$ cat config.mk
export PLATFORM = sky130hd
export DESIGN_NAME = demux_entrada_flat
export DESIGN_NICKNAME = d
export VERILOG_FILES = /design/src/rtl/demux_entrada_pkg.sv /design/src/rtl/demux_entrada_if.sv /design/src/rtl/demux_entrada_skid_buf2.sv /design/src/rtl/demux_entrada.sv /design/src/flat_wrapper.sv
export SDC_FILE = /design/constraint.sdc
export NUM_CORES = 1
export LEC_CHECK = 0
export CAP_MARGIN = 0
export CORE_ASPECT_RATIO = 1.2
export CORE_MARGIN = 10
export CORE_UTILIZATION = 34
export CTS_BUF_LIST = sky130_fd_sc_hd__clkbuf_4
export DETAILED_ROUTE_END_ITERATION = 12
export GPL_TIMING_DRIVEN = 0
export PLACE_DENSITY = 0.56
export SYNTH_ARGS = -nofsm -noshare
export SYNTH_HDL_FRONTEND = slang
export SYNTH_SLANG_ARGS = --single-unit
$ cat constraint.sdc
create_clock -name clk -period 2.2 [get_ports clk]
set_input_delay 0.44 -clock clk [delete_from_list [all_inputs] [get_ports clk]]
set_output_delay 0.44 -clock clk [all_outputs]
set_load 0.01 [all_outputs]
$ cat src/rtl/demux_entrada_pkg.sv
// Shared types, widths and helpers for the input demultiplexer in front of the lane FIFOs.
package demux_entrada_pkg;

  localparam int unsigned DATA_W  = 10;
  localparam int unsigned CNT_W   = 8;
  localparam int unsigned LANE_W  = 2;
  localparam int unsigned N_LANES = 4;

  // Upstream word: the destination lane rides in the top bits.
  typedef struct packed {
    logic [LANE_W-1:0]        dest;
    logic [DATA_W-LANE_W-1:0] body;
  } word_t;

  typedef logic [LANE_W-1:0] lane_t;
  typedef logic [CNT_W-1:0]  cnt_t;

  typedef enum logic [1:0] {
    EMPTY = 2'b00,
    ONE   = 2'b01,
    TWO   = 2'b10
  } occ_e;

  function automatic lane_t dest_of(input word_t w);
    return w.dest;
  endfunction

endpackage

$ cat src/rtl/demux_entrada_if.sv
// Upstream valid/ready word stream into the demultiplexer.
interface demux_entrada_if;
  import demux_entrada_pkg::*;

  logic  valid_in;
  word_t data_in;
  logic  ready_out;

  modport master (output valid_in, output data_in, input  ready_out);
  modport slave  (input  valid_in, input  data_in, output ready_out);

endinterface

$ cat src/rtl/demux_entrada_skid_buf2.sv
// Two-entry in-order holding buffer; entry 0 is always the head.
module demux_entrada_skid_buf2
  import demux_entrada_pkg::*;
(
  input  logic  clk,
  input  logic  rst_n,
  input  logic  push,
  input  logic  pop,
  input  word_t din,
  output word_t head,
  output logic  head_valid,
  output logic  ready
);

  occ_e  state_q;
  occ_e  state_d;
  word_t entry1_q;
  logic  ld0_c;
  logic  ld1_c;
  logic  shift_c;

  // Occupancy state register
  always_ff @(posedge clk or negedge rst_n) begin
    if (!rst_n) begin
      state_q <= EMPTY;
    end else begin
      state_q <= state_d;
    end
  end

  // Next occupancy and which entry loads; ready is low in TWO so no push arrives there
  always_comb begin
    state_d = state_q;
    ld0_c   = 1'b0;
    ld1_c   = 1'b0;
    shift_c = 1'b0;
    unique case (state_q)
      EMPTY: begin
        if (push) begin
          state_d = ONE;
          ld0_c   = 1'b1;
        end
      end
      ONE: begin
        if (push && pop) begin
          ld0_c = 1'b1;
        end else if (push) begin
          state_d = TWO;
          ld1_c   = 1'b1;
        end else if (pop) begin
          state_d = EMPTY;
        end
      end
      TWO: begin
        if (pop) begin
          state_d = ONE;
          shift_c = 1'b1;
        end
      end
      default: begin
        state_d = EMPTY;
      end
    endcase
  end

  // Storage plus registered status flags derived from next occupancy
  always_ff @(posedge clk or negedge rst_n) begin
    if (!rst_n) begin
      head       <= '0;
      entry1_q   <= '0;
      head_valid <= 1'b0;
      ready      <= 1'b0;
    end else begin
      if (ld0_c) begin
        head <= din;
      end else if (shift_c) begin
        head <= entry1_q;
      end
      if (ld1_c) begin
        entry1_q <= din;
      end
      head_valid <= (state_d != EMPTY);
      ready      <= (state_d != TWO);
    end
  end

endmodule

$ cat src/rtl/demux_entrada.sv
// Routes an upstream word stream to four lane FIFOs by destination field,
// with almost-full backpressure, in-order head-of-line blocking and per-lane counters.
module demux_entrada
  import demux_entrada_pkg::*;
(
  input  logic  clk,
  input  logic  rst_n,
  demux_entrada_if.slave up,
  input  logic  full0,
  input  logic  full1,
  input  logic  full2,
  input  logic  full3,
  output logic  wr0,
  output logic  wr1,
  output logic  wr2,
  output logic  wr3,
  output word_t data_out0,
  output word_t data_out1,
  output word_t data_out2,
  output word_t data_out3,
  output logic  stall,
  input  lane_t cnt_sel,
  output cnt_t  cnt_out
);

  logic [N_LANES-1:0] full_c;
  logic [N_LANES-1:0] wr_q;
  word_t              dout_q [N_LANES];
  cnt_t               cnt_q  [N_LANES];
  word_t              head;
  logic               head_valid;
  logic               ready;
  lane_t              head_dest_c;
  logic               push_c;
  logic               pop_c;

  assign full_c      = {full3, full2, full1, full0};
  assign head_dest_c = dest_of(head);
  assign push_c      = up.valid_in & ready;
  // Full is sampled live; the one-slot margin covers the registered strobe
  assign pop_c       = head_valid & ~full_c[head_dest_c];
  assign up.ready_out = ready;

  demux_entrada_skid_buf2 u_skid (
    .clk        (clk),
    .rst_n      (rst_n),
    .push       (push_c),
    .pop        (pop_c),
    .din        (up.data_in),
    .head       (head),
    .head_valid (head_valid),
    .ready      (ready)
  );

  // Dispatch strobes, lane data, counters and status
  always_ff @(posedge clk or negedge rst_n) begin
    if (!rst_n) begin
      wr_q    <= '0;
      stall   <= 1'b0;
      cnt_out <= '0;
      for (int i = 0; i < int'(N_LANES); i++) begin
        dout_q[i] <= '0;
        cnt_q[i]  <= '0;
      end
    end else begin
      wr_q    <= '0;
      stall   <= head_valid & full_c[head_dest_c];
      cnt_out <= cnt_q[cnt_sel];
      if (pop_c) begin
        wr_q[head_dest_c]   <= 1'b1;
        dout_q[head_dest_c] <= head;
        cnt_q[head_dest_c]  <= cnt_q[head_dest_c] + CNT_W'(1);
      end
    end
  end

  assign wr0       = wr_q[0];
  assign wr1       = wr_q[1];
  assign wr2       = wr_q[2];
  assign wr3       = wr_q[3];
  assign data_out0 = dout_q[0];
  assign data_out1 = dout_q[1];
  assign data_out2 = dout_q[2];
  assign data_out3 = dout_q[3];

endmodule

$ cat src/flat_wrapper.sv
// flat-port wrapper written by rule: the top's interface ports become plain ports
module demux_entrada_flat import demux_entrada_pkg::*;
  (clk, rst_n, full0, full1, full2, full3, wr0, wr1, wr2, wr3, data_out0, data_out1, data_out2, data_out3, stall, cnt_sel, cnt_out, up_valid_in, up_data_in, up_ready_out);
  demux_entrada_if up_i ();
  input  logic clk;
  input  logic rst_n;
  input  logic full0;
  input  logic full1;
  input  logic full2;
  input  logic full3;
  output logic wr0;
  output logic wr1;
  output logic wr2;
  output logic wr3;
  output word_t data_out0;
  output word_t data_out1;
  output word_t data_out2;
  output word_t data_out3;
  output logic stall;
  input  lane_t cnt_sel;
  output cnt_t cnt_out;
  input wire logic [$bits(up_i.valid_in)-1:0] up_valid_in;
  input wire logic [$bits(up_i.data_in)-1:0] up_data_in;
  output wire logic [$bits(up_i.ready_out)-1:0] up_ready_out;
  assign up_i.valid_in = up_valid_in;
  assign up_i.data_in = up_data_in;
  assign up_ready_out = up_i.ready_out;
  demux_entrada u_core (.clk(clk), .rst_n(rst_n), .up(up_i), .full0(full0), .full1(full1), .full2(full2), .full3(full3), .wr0(wr0), .wr1(wr1), .wr2(wr2), .wr3(wr3), .data_out0(data_out0), .data_out1(data_out1), .data_out2(data_out2), .data_out3(data_out3), .stall(stall), .cnt_sel(cnt_sel), .cnt_out(cnt_out));
endmodule
==> results of run 1 <==
-- Yosys cell counts (2+ instances only) --
cell / instances / share of area
nor2_1: 27 / 0.022
nor3_2: 2 / 0.0044
o21ai_0: 5 / 0.0055
or2_2: 2 / 0.0028
mux4_2: 17 / 0.085
a22o_1: 10 / 0.019
a21o_1: 10 / 0.017
nand3_1: 2 / 0.0022
nand2b_1: 3 / 0.0041
nor2b_1: 5 / 0.0069
dfrtp_1: 109 / 0.60
a21oi_1: 25 / 0.028
xnor2_2: 3 / 0.011
nand2_1: 41 / 0.034
o21ai_1: 3 / 0.0033
buf_2: 3 / 0.0033
mux2_2: 36 / 0.090
clkbuf_1: 6 / 0.0050
xor2_1: 2 / 0.0039
buf_4: 3 / 0.0050
-- power by group --
group,internal (W),switching [W],leakage (nW)
combinational,0.00207,0.00177,1.05
sequential,0.00288,0.000602,1.32
clock,0.000215,0.000628,0.0556
total,0.00517,0.00300,2.43
-- through the flow --
step | cell area [um2] | setup WS [ns] | TNS, ns
3_3_place_gp | 5440 | -3.51 | -390.50
5_1_grt | 5600 | 0.0111 | 0
2_1_floorplan | 4530 | 0.313 | 0
4_1_cts | 5570 | 0.0428 | 0
6_report | 5600 | 0.129 | 0
3_5_place_dp | 5460 | -0.273 | -9.40
-- what timing repair did --
action / in CTS / in global routing
hold buffers: 0 / 0
setup endpoints to repair: 9 / 13
buffers inserted: 0 / 2
resized for setup: 2 / 4
pin swaps: 0 / 2
-- worst register-to-register path: stages (launching register included) --
cell	delay, ns
dfrtp_1	0.37
buf_6	0.14
buf_12	0.16
mux4_2	0.56
ha_2	0.24
nand2_1	0.06
nor2_1	0.06
xnor2_2	0.24
a21oi_1	0.11
-- final timing paths --
| check | to | from | cells after the start |
|---|---|---|---|
| worst min register to register | u_core.data_out2[9] | u_core.data_out2[9] | 1 |
| worst max register to register | u_core.cnt_q[30] | u_core.u_skid.head[8] | 8 |
| worst max-delay path | u_core.cnt_q[30] | u_core.u_skid.head[8] | 8 |
| worst min-delay path | u_core.data_out2[9] | rst_n | 1 |
| max in group asynchronous | u_core.data_out3[2] | rst_n | 2 |
| min in group clk | u_core.data_out2[9] | u_core.data_out2[9] | 1 |
-- cells by family after synthesis --
family          synth area share
flops                      0.603
simple gates               0.102
compound gates            0.0763
mux                        0.177
buf+inv                   0.0227
xor+xnor                  0.0166
fa+ha+maj                0.00276
-- state kept, by name, summed over array words and instances (netlist names), 2 cells and up --
signal and count:
u_core.cnt_out 8, u_core.cnt_q 32, u_core.data_out0 10, u_core.data_out1 10, u_core.data_out2 10, u_core.data_out3 10, u_core.u_skid.entry1_q 10, u_core.u_skid.head 10
u_core.u_skid.state_q 2, u_core.wr_q 4
-- final cells by class --
class / count / area [um2] / area share
Sequential cell: 109 / 2730 / 0.487
Multi-Input combinational cell: 206 / 1720 / 0.307
Timing Repair Buffer: 73 / 741 / 0.132
Tap cell: 168 / 210 / 0.0375
Buffer: 15 / 96.3 / 0.0172
Clock buffer: 9 / 67.6 / 0.0121
Clock inverter: 7 / 32.5 / 0.00581
Inverter: 2 / 7.51 / 0.00134
-- per-layer routing --
layer | vias up | wire length, um | GRT usage
met1 | 1453 | 4280 | 0.134
li1 | 1341 | - | -
met5 | - | 0 | 0
met3 | 7 | 607 | 0.0362
met2 | 58 | 5580 | 0.205
met4 | 0 | 91 | 0.0323
==> impl_metrics.csv, run 1 <==
group,metric,value,unit
setup_path,path_class,"flop to flop",
die,start_util,0.345,
setup_path,required,2.52,ns
sta,finalMaxSlewViolations,0,
route,drtAntennaViolNets,0,
global_routing,grtUsageTotal,0.117,
sta,skew,0.00944,ns
die,dieArea,18300,um2
yosys,synth.avg_cell_area,13.6,um2
clock_tree,numCtsBuffers,9,
sta,rsz0062_at_grt,"no",
route,routed_via_density,4.85,
power_and_ir_drop,powerDensity,1460,nW/um2
yosys,synthDistinctLibCells,38,
die,fp.dieW,125,um
finish,nFillCells,1250,
setup_path,path_cells,"buf_6, buf_12, mux4_2, ha_2, nand2_1, nor2_1, xnor2_2, a21oi_1",
sta,finalHoldViolCount,0,
finish,final_cell_mix,"dfrtp_1 (109), clkdlybuf4s50_1 (69), nand2_1 (41)",
place,io_buffer_count,70,
yosys,syn-num-nets,352,
route,route.detailed.drc,0,
setup_path,slowest_stage,"mux4_2",
setup_path,critPathCaptureType,"flop",
route,post_drt_wl_per_cell,17.9,um
setup_path,cpLargestDelayFamily,"multiplexers",
finish,drive_above_1_share,0.223,
yosys,syn_inst,332,
setup_path,cp.buffers_inverters,2,
clock_tree,clock_sinks,109,
finish,antennaDiodeCount,0,
die,rows,46,
place,gp_congestion,0.740,
finish,final_common_cell,"dfrtp_1",
setup_path,arrival,2.39,ns
setup_path,critPathMaxStageDelay,0.56,ns
min_path,hold_class,"primary input to async pin",
place,placed_cells,571,
finish,synthToLayoutAreaGrowth,23.7,%
clock_tree,clk_pin_slew,0.15,ns
sta,fmax,483,MHz
place,hpwl,7460,um
yosys,synth.cell_area,4530,um2
global_routing,grt_max_degree,66,
yosys,synthArstFlopShare,1.00,
clock_tree,tritoncts,"done",
route,drt_iter0_markers,184,
route,drt-total-wl,10600,um
route,dr.pass1.iters,4,
sta,whs,0.0749,ns
yosys,yosys_warnings,0,
clock_tree,clock_tree.root_cell,"clkbuf_4",
finish,nets,436,
die,floorplan.core_area,13100,um2
setup_path,r2r_slack,0.13,ns
finish,post-route-util,0.427,
sta,worstMarginPinSlew,0.850,ns
flow_run,max-cap-violations,0,
sta,finalCritPeriodShare,0.941,
finish,finalNonFillerCells,589,
clock_tree,cts_max_level,3,
yosys,synth_edf_count,0,
clock_tree,clock_latency,0.44,ns
clock_tree,clk_path_buf_depth,2,
yosys,synth-seq-area-share,0.603,
sta,setup_viol,0,
sta,period_minus_slack,2.07,ns
global_routing,grt_pass1_vias,3036,
power_and_ir_drop,p_leak,2.43,nW
outcome,status,"completed",
power_and_ir_drop,finalPower,0.00817,W
die,ioPinCount,73,
die,die_y,146,um
setup_path,crit_path_start_kind,"flop",
yosys,ys_dominant_reg_cell,"dfrtp_1",
power_and_ir_drop,ir_drop,475,uV
yosys,ys_ff_latch,109,
global_routing,gr-total-overflow,0,
setup_path,path_max_fanout,10,
global_routing,antenna_found_initial,0,
route,vias,2859,
sta,slew_headroom,0.434,
global_routing,grt_pass1_wl,17200,um
Note: power is estimated with default switching activity, not from simulation.
==> run 2: changes to the inputs <==
--- a/config.mk
+++ b/config.mk
@@ -5,6 +5,7 @@
 export SDC_FILE = /design/constraint.sdc
 export NUM_CORES = 1
 export LEC_CHECK = 0
+export ABC_AREA = 1
 export CAP_MARGIN = 0
 export CORE_ASPECT_RATIO = 1.2
 export CORE_MARGIN = 10
@@ -12,7 +13,7 @@
 export CTS_BUF_LIST = sky130_fd_sc_hd__clkbuf_4
 export DETAILED_ROUTE_END_ITERATION = 12
 export GPL_TIMING_DRIVEN = 0
-export PLACE_DENSITY = 0.56
+export PLACE_DENSITY = 0.55
 export SYNTH_ARGS = -nofsm -noshare
 export SYNTH_HDL_FRONTEND = slang
 export SYNTH_SLANG_ARGS = --single-unit
==> run 2 against run 1 <==
  * Sequential cell count unchanged
  * Hold slack better by 0.35 ns
  * Area after synthesis grew 8.7%
  * Largest power group unchanged
  * Register-to-register slack gained 0.20 ns
  * Maximum frequency up 6.5%
  * Critical path type is now flop to primary output
==> impl_metrics.csv, run 2 <==
group,metric,value,unit
die,die_y,152,um
finish,multiInputGateArea,1830,um2
yosys,ys_dominant_reg_cell,"dfrtp_1",
setup_path,path_max_fanout,2,
global_routing,grt_pass1_wl,21500,um
place,gp_congestion,0.891,
finish,post-route-util,0.423,
route,dr_wl_met2,6660,um
yosys,synth_edf_count,0,
yosys,synth_top_area_cell,"dfrtp_1",
route,wl_met1,5370,um
die,floorplan.core_area,14300,um2
sta,finalHoldViolCount,0,
sta,fin_tns_setup,0,ns
finish,final_area,6050,um2
finish,nets,664,
setup_path,critPathMaxStageDelay,0.56,ns
route,drt-total-wl,13100,um
flow_run,max-cap-violations,0,
route,route.detailed.drc,0,
clock_tree,clock_tree.root_cell,"clkbuf_4",
sta,setup_viol,0,
setup_path,slowest_stage,"clkdlybuf4s50_1",
yosys,synth.avg_cell_area,8.80,um2
route,dr.max_layer_used,"met4",
power_and_ir_drop,p_leak,2.98,nW
route,routed_via_density,4.81,
setup_path,critPathCaptureType,"primary output",
sta,finalCritPeriodShare,0.884,
outcome,status,"completed",
clock_tree,clk_pin_slew,0.18,ns
yosys,synthDistinctLibCells,28,
sta,worstMarginPinSlew,0.605,ns
yosys,syn-num-nets,579,
clock_tree,clk_path_buf_depth,2,
yosys,synth_xor_area_frac,0.00178,
global_routing,gr-total-overflow,0,
global_routing,grtUsageTotal,0.141,
yosys,syn_inst,559,
setup_path,cpLargestDelayFamily,"buffers and inverters",
route,vias,3969,
yosys,synth_simple_gate_area_frac,0.264,
yosys,synthAdderAreaFrac,0.00254,
setup_path,path_cells,"clkdlybuf4s50_1",
setup_path,required,1.76,ns
finish,seqCellArea,2730,um2
yosys,synth-seq-area-share,0.554,
yosys,synth_common_cells,"nand2_1 (198), dfrtp_1 (109), nand3_1 (51)",
die,fp.dieW,130,um
die,rows,48,
sta,fmax,514,MHz
min_path,hold_class,"primary input to async pin",
place,io_buffer_count,72,
yosys,yosys_warnings,0,
die,start_util,0.344,
sta,slew_headroom,0.597,
setup_path,cp.buffers_inverters,1,
clock_tree,clock_sinks,109,
setup_path,r2r_slack,0.33,ns
sta,skew,0.0244,ns
yosys,synth_top_family_by_area,"simple AND/OR/NAND/NOR gates",
global_routing,grt_pass1_vias,4023,
die,dieArea,19700,um2
finish,final_common_cell,"nand2_1",
global_routing,grt_max_degree,70,
clock_tree,clock_latency,0.51,ns
sta,rsz0062_at_grt,"no",
finish,final_cell_mix,"nand2_1 (198), dfrtp_1 (109), clkdlybuf4s50_1 (71)",
place,hpwl,9340,um
route,drt_iter0_markers,215,
place,placed_cells,807,
yosys,ys_ff_latch,109,
global_routing,antenna_found_initial,1,
clock_tree,numCtsBuffers,9,
finish,synthToLayoutAreaGrowth,23.0,%
place,postPlaceCellArea,5880,um2
yosys,synthArstFlopShare,1.00,
sta,whs,0.429,ns
yosys,synth_compound_area_frac,0.104,
yosys,synth_top_area_frac,0.554,
route,dr.pass1.iters,5,
setup_path,crit_path_start_kind,"flop",
setup_path,arrival,1.51,ns
route,drtAntennaViolNets,0,
yosys,yosys-top-cells-area,"dfrtp_1 (55%), nand2_1 (15%), nand3_1 (5.2%)",
clock_tree,cts_max_level,3,
sta,finalMaxSlewViolations,0,
yosys,synth.area.mux_share,0,
die,ioPinCount,73,
finish,finalNonFillerCells,825,
finish,largest_reg_flops,32,
clock_tree,post_cts_buffers,0,
setup_path,path_class,"flop to primary output",
route,post_drt_wl_per_cell,15.9,um
finish,drive_above_1_share,0.142,
yosys,synth.cell_area,4920,um2
finish,nFillCells,1427,
route,wl_met3,669,um
yosys,synth.most_common_cell,"nand2_1",
power_and_ir_drop,powerDensity,1210,nW/um2
finish,regMostFlops,"u_core.cnt_q",
clock_tree,tritoncts,"done",
power_and_ir_drop,ir_drop,503,uV
sta,period_minus_slack,1.95,ns
## run 2: cell count changes after synthesis, moves of 21 or more
cell     previous run  this run
mux2_2             36         0
o21ai_2             0        21
o21ai_0             5        40
a21oi_1            25         1
nand2_1            41       198
inv_1               1        39
nand3_1             2        51
## run 2: metrics by stage
step                worst slack, ns  total power, W
floorplan                     0.657         0.00491
global placement              -3.50         0.00625
detailed placement          -0.0331         0.00630
CTS                           0.220         0.00741
global route                  0.137         0.00788
finish                        0.255         0.00730
## run 2: metal layers
metal | global-route usage | up-vias
li1 | - | 1963
met1 | 0.170 | 1878
met2 | 0.236 | 104
met3 | 0.0261 | 24
met4 | 0.0743 | 0
met5 | 0 | -
## run 2: logic make-up after synthesis
| group | count (synthesis) |
|---|---|
| and+or+nand+nor | 294 |
| adders and majority gates | 1 |
| xor gates and xnor gates | 1 |
| DFF | 109 |
| AOI/OAI and AO/OA | 84 |
| buffers and inverters | 70 |
## run 2: cell type report
class | instances | share of cell area
buffer | 22 | 0.0296
sequential | 109 | 0.451
clock buffer | 10 | 0.0124
antenna | 1 | 0.000414
tap | 175 | 0.0362
multi-input combinational | 380 | 0.302
clock inverter | 6 | 0.0128
timing repair buffer | 74 | 0.125
inverter | 48 | 0.0304
## run 2: path summary, 6_finish.rpt
check                      cells past startpoint                   endpoint             startpoint
max in group asynchronous                      3            u_core.cnt_q[6]                  rst_n
setup / recovery                               1               data_out2[4]    u_core.data_out2[4]
hold / removal                                 2  u_core.u_skid.entry1_q[7]                  rst_n
min in group clk                               3  u_core.u_skid.entry1_q[8]          up_data_in[8]
setup reg to reg                              11            u_core.cnt_q[6]  u_core.u_skid.head[8]
hold reg to reg                                2        u_core.data_out0[8]    u_core.data_out0[8]
## run 2: power by group
group          internal, W  total, W  switching, W
sequential         0.00264   0.00306      0.000415
combinational      0.00131   0.00313       0.00182
clock             0.000383   0.00111      0.000731
## run 2: timing repair
item,4_1_cts,5_1_grt
hold buffers,1,0
endpoints found under the setup margin,0,0
endpoints found under the hold margin,40,0
gates resized for setup,0,0
==> run 3: changes to the inputs <==
--- a/config.mk
+++ b/config.mk
@@ -12,7 +12,6 @@
 export CORE_UTILIZATION = 34
 export CTS_BUF_LIST = sky130_fd_sc_hd__clkbuf_4
 export DETAILED_ROUTE_END_ITERATION = 12
-export GPL_TIMING_DRIVEN = 0
 export PLACE_DENSITY = 0.55
 export SYNTH_ARGS = -nofsm -noshare
 export SYNTH_HDL_FRONTEND = slang
==> run 3 against run 2 <==
  * Wire length shrank 4.9%
  * Largest power group unchanged
  * Highest routed layer unchanged
  * Maximum frequency grew 3.3%
  * Clock skew shrank 0.0016 ns
  * Critical endpoint is now u_core.cnt_q[12]
  * Count of clock-buffer cells in the layout shrank 1
  * Die area is the same
  * Combinational power is essentially flat
==> impl_metrics.csv, run 3 (same netlist as run 2, synthesis figures left out) <==
group,metric,value,unit
outcome,status,"completed",
finish,regMostFlops,"u_core.cnt_q",
setup_path,critPathCaptureType,"flop",
sta,setup_viol,0,
clock_tree,clock_latency,0.47,ns
clock_tree,post_cts_buffers,0,
route,routed_via_density,4.75,
place,gp_congestion,0.824,
finish,nets,662,
global_routing,grt_pass1_wl,21000,um
clock_tree,clock_sinks,109,
setup_path,required,2.59,ns
route,drtAntennaViolNets,0,
sta,finalCritPeriodShare,0.856,
global_routing,gr-total-overflow,0,
clock_tree,numCtsBuffers,9,
clock_tree,clk_path_buf_depth,2,
clock_tree,cts_max_level,3,
die,rows,48,
route,dr.pass1.iters,6,
setup_path,path_max_fanout,12,
global_routing,grt_pass1_vias,4038,
finish,post-route-util,0.422,
route,post_drt_wl_per_cell,15.1,um
min_path,hold_class,"primary input to async pin",
die,floorplan.core_area,14300,um2
setup_path,arrival,2.27,ns
finish,drive_above_1_share,0.142,
sta,finalMaxSlewViolations,0,
setup_path,slowest_stage,"dfrtp_1",
sta,fin_tns_setup,0,ns
power_and_ir_drop,powerDensity,1180,nW/um2
route,drt_iter0_markers,252,
route,route.detailed.drc,0,
flow_run,max-cap-violations,0,
sta,period_minus_slack,1.88,ns
finish,nFillCells,1455,
setup_path,crit_path_start_kind,"flop",
sta,rsz0062_at_grt,"no",
die,die_y,152,um
global_routing,grt_max_degree,41,
sta,worstMarginPinSlew,0.526,ns
finish,final_common_cell,"nand2_1",
die,fp.dieW,130,um
setup_path,path_class,"flop to flop",
finish,largest_reg_flops,32,
power_and_ir_drop,p_leak,2.98,nW
setup_path,cp_common_cell,"nand2_1",
die,ioPinCount,73,
clock_tree,clk_pin_slew,0.17,ns
clock_tree,clock_tree.root_cell,"clkbuf_4",
route,drt-total-wl,12400,um
place,io_buffer_count,72,
die,start_util,0.344,
global_routing,antenna_found_initial,1,
die,dieArea,19700,um2
sta,slew_headroom,0.649,
clock_tree,cts_resized,0,
sta,skew,0.0227,ns
route,vias,3905,
setup_path,path_cells,"inv_2, nand2_1, nand2_1, nand2_1, nand2_4, ha_1, nand2_1, o21ai_0, nand2_1, o21ai_1",
place,hpwl,9050,um
sta,finalHoldViolCount,0,
sta,fmax,531,MHz
power_and_ir_drop,ir_drop,468,uV
finish,synthToLayoutAreaGrowth,22.5,%
clock_tree,tritoncts,"done",
setup_path,critPathMaxStageDelay,0.57,ns
global_routing,grtUsageTotal,0.135,
finish,final_cell_mix,"nand2_1 (198), dfrtp_1 (109), clkdlybuf4s50_1 (71)",
run 3: cell count changes in the layout (fill, tap and decap cells not counted), moves of 2 or more:
| cell | previous run | this run |
|---|---|---|
| buf_12 | 0 | 5 |
| buf_2 | 5 | 0 |
| buf_4 | 4 | 17 |
| buf_6 | 9 | 0 |
| clkbuf_1 | 4 | 0 |
| clkinv_4 | 0 | 2 |
run 3: what timing repair did:
action / in CTS / in global routing
hold buffers: 1 / 0
endpoints found under the setup margin: 0 / 0
endpoints found under the hold margin: 36 / 0
run 3: final cells by class:
cell class	count	area, um2	area share
multi-input cells	380	1830	0.304
inverters	48	184	0.0305
clock buffers	9	67.6	0.0112
repair buffers	94	948	0.157
well taps	175	219	0.0363
diodes	1	2.50	0.000415
clock inverters	6	48.8	0.00810
flip-flops and latches	109	2730	0.453
run 3: where the power goes:
part	leakage [nW]	internal (W)	total, W	switching (W)
Sequential	1.41	0.00264	0.00307	0.000429
Combinational	1.51	0.00134	0.00312	0.00178
Clock	0.0619	0.000239	0.000905	0.000665
run 3: through the flow:
step / instance area, um2 / total power, W / setup slack [ns] / hold slack, ns / cells
finish: 6030 / 0.00710 / 0.316 / 0.470 / 822
global route: 6030 / 0.00770 / 0.0916 / 0.504 / 822
global placement: 5900 / 0.00625 / 0.150 / 0.450 / 805
CTS: 6020 / 0.00724 / 0.265 / 0.463 / 821
detailed placement: 5900 / 0.00632 / 0.0994 / 0.453 / 805
floorplan: 4920 / 0.00491 / 0.657 / 0.144 / 559
run 3: critical path, delay by kind of cell (launching register included):
kind / cells / cell delay (ns)
buffers and inverters: 1 / 0.16
AND/OR/NAND/NOR: 6 / 0.58
adder cells (fa/ha/maj): 1 / 0.19
flip-flops: 1 / 0.57
AO/OA/AOI/OAI: 2 / 0.31
run 3: worst paths after layout:
| kind | start | to | slack (ns) | depth (start not counted) |
|---|---|---|---|---|
| max in group asynchronous | rst_n | u_core.cnt_q[5] | 1.11 | 3 |
| hold reg to reg | u_core.data_out0[9] | u_core.data_out0[9] | 0.49 | 2 |
| setup / recovery | u_core.u_skid.head[8] | u_core.cnt_q[12] | 0.32 | 10 |
| hold / removal | rst_n | u_core.u_skid.entry1_q[1] | 0.47 | 2 |
| min in group clk | u_core.data_out0[9] | u_core.data_out0[9] | 0.49 | 2 |
| setup reg to reg | u_core.u_skid.head[8] | u_core.cnt_q[12] | 0.32 | 10 |
run 3: per-layer routing:
metal	wire length, um	global-route usage
met1	5180	0.163
met2	6500	0.240
met3	591	0.0202
met4	170	0.0462
met5	0	0
